**src/rtl/pipe_ctrl.sv**
```systemverilog
// ---------------------------------------------------------------------------
// pipe_ctrl -- pipeline sequencing controller for the five-stage MIPS32 core.
//
// Merges stall requests from ID (load-use hazard) and EX (multi-cycle HI/LO
// unit) with the MEM-stage data-bus handshake into a single per-stage freeze
// vector. A bus access that is not acknowledged within TIMEOUT cycles is
// abandoned: the pipeline is flushed and a bus-error exception is requested.
//
// Parameters:
//   TIMEOUT      cycles spent in REQ without bus_ack before an error (1..255)
//
// Ports:
//   clk          core clock, rising edge
//   rst          synchronous active-high reset
//   stallreq_id  load-use hazard detected in ID
//   stallreq_ex  EX multi-cycle unit busy
//   mem_req      instruction in MEM is a load or store
//   mem_we       1 = store, 0 = load (sampled with mem_req)
//   bus_ack      one-cycle bus completion strobe
//   bus_rdata    load data, valid with bus_ack
//   stall        freeze vector [0]PC [1]IF/ID [2]ID/EX [3]EX/MEM [4]MEM/WB [5]0
//   flush        clear all pipeline registers this cycle
//   bus_req      bus request level
//   bus_we       write enable for the current bus access
//   mem_rdata    captured load data toward MEM/WB
//   mem_done     one-cycle pulse: access completed, mem_rdata valid
//   exc_buserr   one-cycle bus-error pulse toward the exception unit
// ---------------------------------------------------------------------------
module pipe_ctrl #(
  parameter logic [7:0] TIMEOUT = 8'd64
) (
  input  logic        clk,
  input  logic        rst,
  input  logic        stallreq_id,
  input  logic        stallreq_ex,
  input  logic        mem_req,
  input  logic        mem_we,
  input  logic        bus_ack,
  input  logic [31:0] bus_rdata,
  output logic [5:0]  stall,
  output logic        flush,
  output logic        bus_req,
  output logic        bus_we,
  output logic [31:0] mem_rdata,
  output logic        mem_done,
  output logic        exc_buserr
);

  typedef enum logic [1:0] {
    IDLE = 2'd0,
    REQ  = 2'd1,
    DONE = 2'd2,
    ERR  = 2'd3
  } state_t;

  localparam logic [7:0] LAST_CNT = TIMEOUT - 8'd1;

  localparam logic [5:0] STALL_MEM  = 6'b011111;
  localparam logic [5:0] STALL_EX   = 6'b001111;
  localparam logic [5:0] STALL_ID   = 6'b000111;
  localparam logic [5:0] STALL_NONE = 6'b000000;

  state_t     state;
  logic [7:0] cnt;
  logic       mem_stall;

  // NOTE: sequential state is assigned with <= so every register samples the
  // pre-edge values; blocking assignments here would create order-dependent
  // races between the state, counter and data registers.
  always_ff @(posedge clk) begin
    if (rst) begin
      state     <= IDLE;
      cnt       <= 8'd0;
      bus_we    <= 1'b0;
      // NOTE: mem_rdata is a single datapath register, not a memory array, so
      // resetting it is cheap and gives MEM/WB a defined value after reset.
      mem_rdata <= 32'h0;
    end else begin
      unique case (state)
        IDLE: begin
          if (mem_req) begin
            state  <= REQ;
            bus_we <= mem_we;
            cnt    <= 8'd0;
          end
        end
        REQ: begin
          // An ack arriving on the final count still wins over the timeout.
          if (bus_ack) begin
            state     <= DONE;
            mem_rdata <= bus_rdata;
          end else if (cnt == LAST_CNT) begin
            state <= ERR;
          end else begin
            cnt <= cnt + 8'd1;
          end
        end
        DONE:    state <= IDLE;
        ERR:     state <= IDLE;
        default: state <= IDLE;
      endcase
    end
  end

  // Handshake outputs are pure decodes of the state register, so they change
  // only on clock edges and carry no combinational path from the inputs.
  assign bus_req    = (state == REQ);
  assign mem_done   = (state == DONE);
  assign flush      = (state == ERR);
  assign exc_buserr = (state == ERR);

  // The MEM stall is released in DONE (access retires) and ERR (access is
  // flushed) even if mem_req is still high from the frozen MEM stage.
  assign mem_stall = mem_req & ((state == IDLE) | (state == REQ));

  // NOTE: stall gets a default before any branch so no path leaves it
  // unassigned, which would otherwise infer a latch.
  always_comb begin
    stall = STALL_NONE;
    if (state == ERR)     stall = STALL_NONE;
    else if (mem_stall)   stall = STALL_MEM;
    else if (stallreq_ex) stall = STALL_EX;
    else if (stallreq_id) stall = STALL_ID;
  end

endmodule
```
**config.mk**
```make
export PLATFORM = sky130hd
export DESIGN_NAME = pipe_ctrl
export DESIGN_NICKNAME = d
export VERILOG_FILES = /design/src/rtl/pipe_ctrl.sv
export SDC_FILE = /design/constraint.sdc
export NUM_CORES = 1
export LEC_CHECK = 0
export ABC_AREA = 0
export BUFFER_PORTS_ARGS = -buffer_cell sky130_fd_sc_hd__buf_2
export CORE_ASPECT_RATIO = 0.7
export CORE_MARGIN = 2
export CORE_UTILIZATION = 41
export CTS_BUF_LIST = sky130_fd_sc_hd__clkbuf_16
export DETAILED_ROUTE_END_ITERATION = 16
export HOLD_SLACK_MARGIN = 0.08
export PLACE_DENSITY = 0.74
export SYNTH_ARGS = -nofsm -noshare
export SYNTH_HDL_FRONTEND = slang
export SYNTH_SLANG_ARGS = --single-unit
```
**constraint.sdc**
```tcl
create_clock -name clk -period 1.6 [get_ports clk]
set_input_delay 0.16 -clock clk [delete_from_list [all_inputs] [get_ports clk]]
set_output_delay 0.16 -clock clk [all_outputs]
set_load 0.01 [all_outputs]
```
[After elaboration in Yosys (flattened, before gate mapping)]
Cells that the tools add are included.
Word-level totals
  bits of input ports: 39
  register bits after elaboration: 43
  output and inout port bits: 43
Operators by class
  add/sub/neg operators: 1
  equality and inequality tests: 8
  bitwise operators: 2
  reductions and logical operators: 7
  multiplexer cells: 12
Operators by type and width (count)
  $mux W8: 3
  $pmux W8 S2: 1
  $mux W5: 2
  $add A8 B1 Y8 const B: 1
  $eq A8 B6 Y1 const B: 1
  $mux W2: 3
  $ne A2 B2 Y1 const B: 3
  $pmux W2 S3: 1
  $reduce_and A2 Y1: 3
  $eq A2 B2 Y1 const B: 2
  $mux W4: 1
  $reduce_and A4 Y1: 1
  $mux W3: 1
  $ne A3 B2 Y1 const B: 1
  $eq A2 B1 Y1 const B: 1
  $logic_not A2 Y1: 1
  $reduce_bool A2 Y1: 1
  $reduce_or A2 Y1: 1
  $and A1 B1 Y1: 1
  $or A1 B1 Y1: 1

[Depth between registers and ports, before layout]
  depth in word-level cells: 5
  depth in mapped cells: 6
  depth with buffers taken out: 5

[Worst setup path before layout]
No wires, ideal clock.
  path type: reg2reg
  start: register cnt[0]
  end: register cnt[5]
  arrival time: 1393 ps
  setup slack: 85 ps
  buffers on the path: 0
  clock period less this slack: 1515 ps
  stages on the path, launching flop included: 6
  cell sequence: dfxtp_1 > ha_1 > nand3_1 > nor4_4 > nor2_1 > a221o_1
On the way
  word-level cells in the longest chain between the ends: 4
  elaborated cells between the ends (all ways): 7
  classes of those cells: 1 x add/sub; 2 x eq/ne; 3 x mux; 1 x reduce/logical
Ends and longest elaborated chain
  start: declaration: line 64  | logic [7:0] cnt;
  start signal: assignment: line 95  | cnt <= cnt + 8'd1;
  $add A8 B1 Y8: line 95
  $mux W8: line 92  | end else if (cnt == LAST_CNT) begin
  $mux W8: line 89  | if (bus_ack) begin
  $pmux W8 S2: line 79  | unique case (state)
Several ways; a longest one is shown, not always the timed one. The select of a mux whose other input is x is not followed.
A chain may end at the register's enable or synchronous reset.

[Worst setup path in the final report]
Ends and elaborated chain as after synthesis.

==> flow_summary.json <==
{
  "status": "complete, no violations",
  "fin_crit_sh_pct": 94.5,
  "rr_worst_depth": 5,
  "port_buffers": 80,
  "antenna_found_initial": 0,
  "ctsHoldBuffers": 0,
  "maxSlewViolCount": 0,
  "clockPowerShare_pct": 44.3,
  "seq_area_sq_um": 865,
  "cts_buffer_depth": 2,
  "grt_pass1_wl_um": 6530,
  "powerDensity_nw_per_um2": 1050,
  "p_leak_nw": 1.09,
  "wl_um": 4040,
  "power_w": 0.00253,
  "ys_warn_count": 0,
  "ys_types": 37,
  "fmax_ghz": 0.661,
  "synthTopCellsByCount": "nand2_1, dfxtp_1, a21oi_1",
  "avgSynthCellArea_sq_um": 8.32,
  "critical_path_required_ns": 1.76,
  "worstPathArrival_ns": 1.68,
  "track_usage_pct": 17.7,
  "via_per_inst": 4.82,
  "synth_top_area_share_pct": 50.0,
  "finalNonFillerCells": 343,
  "multiInputGateArea_sq_um": 791,
  "grt_pass1_vias": 1491,
  "cts-root-buf": "clkbuf_16",
  "cts_sinks": 43,
  "hold_violations": 0,
  "wl_per_cell_um": 11.8,
  "grt_max_degree": 29,
  "cts_buffers": 5,
  "swShare_pct": 22.0,
  "die_w_um": 81.5,
  "boundaryPins": 82,
  "stdcell_area_sq_um": 2400,
  "areaGrowthSynthToFinish_pct": 39.1,
  "synthFlopType": "dfxtp_1",
  "fin_crit_ns": 1.51,
  "die_area_sq_um": 4740,
  "ys_seq_area_share_pct": 50.0,
  "power.switching_w": 0.000555,
  "clock_latency_ns": 0.27,
  "cp-end-kind": "flop",
  "power_frac_seq_pct": 44.9,
  "setup_viol": 0,
  "worst-path-max-fanout": 4,
  "cts_tree": "yes",
  "yosys-top-cells-area": "dfxtp_1, nand2_1, a21oi_1",
  "syn_inst": 207,
  "gp_congestion": 0.918,
  "fill_cells": 371,
  "start_util_pct": 43.4,
  "hpwlAfterDp_um": 2990,
  "tns_ns": 0,
  "min_path_cells": 2,
  "vdd_ir_drop_max_uv": 670,
  "fin_worst_skew_ns": 0.00265,
  "placed_cells": 334,
  "syn_area_sq_um": 1720,
  "max_cap_viol_count": 0,
  "synth_most_common_cell": "nand2_1",
  "placedInstanceArea_sq_um": 2190,
  "die_h_um": 58.2,
  "core-area_sq_um": 3970,
  "worstSetupPathType": "flop to flop",
  "htreeDepth": 2,
  "drc_errors": 0,
  "vias": 1652,
  "combPwrFrac_pct": 10.8,
  "synth_fp_nets": 247,
  "drive_gt1_share_pct": 37.8,
  "synth_edf_count": 0,
  "clk_pin_slew_worst_paths_ns": 0.06,
  "intPower_w": 0.00197,
  "dr.pass1.iters": 5,
  "yosys_register_bits": 43,
  "drtIter0Drc": 54,
  "hp-class": "input pin to flop",
  "hold_slack_ns": 0.111,
  "yosys.area.top_type": "dfxtp_1",
  "layout.nets": 330,
  "startpoint_type": "flop",
  "antenna_left": 0,
  "diodes": 0,
  "rows": 19,
  "overflow": 0,
  "async_flop_share_pct": 0
}
[registers in the layout, summed over array words and instances (netlist names)]
| register | count |
|---|---|
| cnt | 8 |
| mem_rdata | 32 |
| bus_we | 1 |
| state | 2 |
[power groups by stage]
stage | sequential (W) | clock [W] | combinational (W)
after CTS | 0.00113 | 0.00115 | 0.000271
after floorplan | 0.00117 | 0 | 0.000129
after global placement | 0.00115 | 0 | 0.000267
final | 0.00113 | 0.00112 | 0.000272
after detailed placement | 0.00116 | 0 | 0.000271
after global routing | 0.00114 | 0.00120 | 0.000304
[final timing paths]
check | startpoint | end | slack [ns]
worst max-delay path | cnt[0] | cnt[5] | 0.09
worst min-delay path | rst | state[0] | 0.11
worst max register to register | cnt[0] | cnt[5] | 0.09
worst min register to register | mem_rdata[27] | mem_rdata[27] | 0.45
[worst max-delay path: stages, from the launching register on]
cell,delay (ns)
dfxtp_2,0.36
ha_2,0.21
nand3_2,0.11
nor4_4,0.28
nor2_1,0.15
a221o_1,0.30
[metal layers]
layer  share of wire [%]  GRT usage, %  vias up
met2                  42          28.3       68
met4                 1.3          4.84        0
met3                 9.4          5.45        6
met5                   0             0        -
met1                  48          23.1      727
li1                    -             -      851
[area by class of cell]
| cell class | instances | area share, % |
|---|---|---|
| Multi-Input combinational cell | 146 | 33.0 |
| Inverter | 3 | 0.470 |
| Timing Repair Buffer | 91 | 20.7 |
| Clock inverter | 3 | 1.83 |
| Tap cell | 52 | 2.72 |
| Clock buffer | 5 | 5.22 |
| Sequential cell | 43 | 36.1 |
[logic make-up (layout without fill, tap and decap cells)]
kind of cell | count (synthesis) | in the layout | share of synthesized area (%)
AOI/OAI and AO/OA | 50 | 50 | 17.9
xor gates and xnor gates | 1 | 1 | 0.508
adders and majority gates | 1 | 1 | 0.726
buffers and inverters | 18 | 102 | 5.52
DFF | 43 | 43 | 50.0
muxes | 2 | 2 | 1.23
other | 1 | 1 | 0.218
and+or+nand+nor | 91 | 91 | 24.0
[what timing repair did]
| action | in CTS | in global routing |
|---|---|---|
| resized for setup | 0 | 7 |
| endpoints found under the setup margin | 0 | 10 |
| setup buffers | 0 | 1 |
[placed cells by master, fill, tap and decap left out, types with 2 or more instances in the layout]
master / instances
a22o_1: 2
buf_4: 10
dfxtp_1: 40
nor4_1: 2
and2_1: 2
inv_1: 3
a21o_1: 3
dfxtp_2: 3
a21oi_1: 35
nor2_1: 3
buf_2: 80
clkbuf_16: 5
nand2_1: 70
nor2b_1: 5
[through the flow]
step / worst slack [ns] / utilization, %
6_report: 0.0875 / 60.4
5_1_grt: -0.0251 / 60.4
4_1_cts: 0.0258 / 59.5
3_5_place_dp: 0.0837 / 55.2
3_3_place_gp: 0.101 / 55.2
2_1_floorplan: 0.0851 / -
Note: power is estimated with default switching activity, not from simulation.
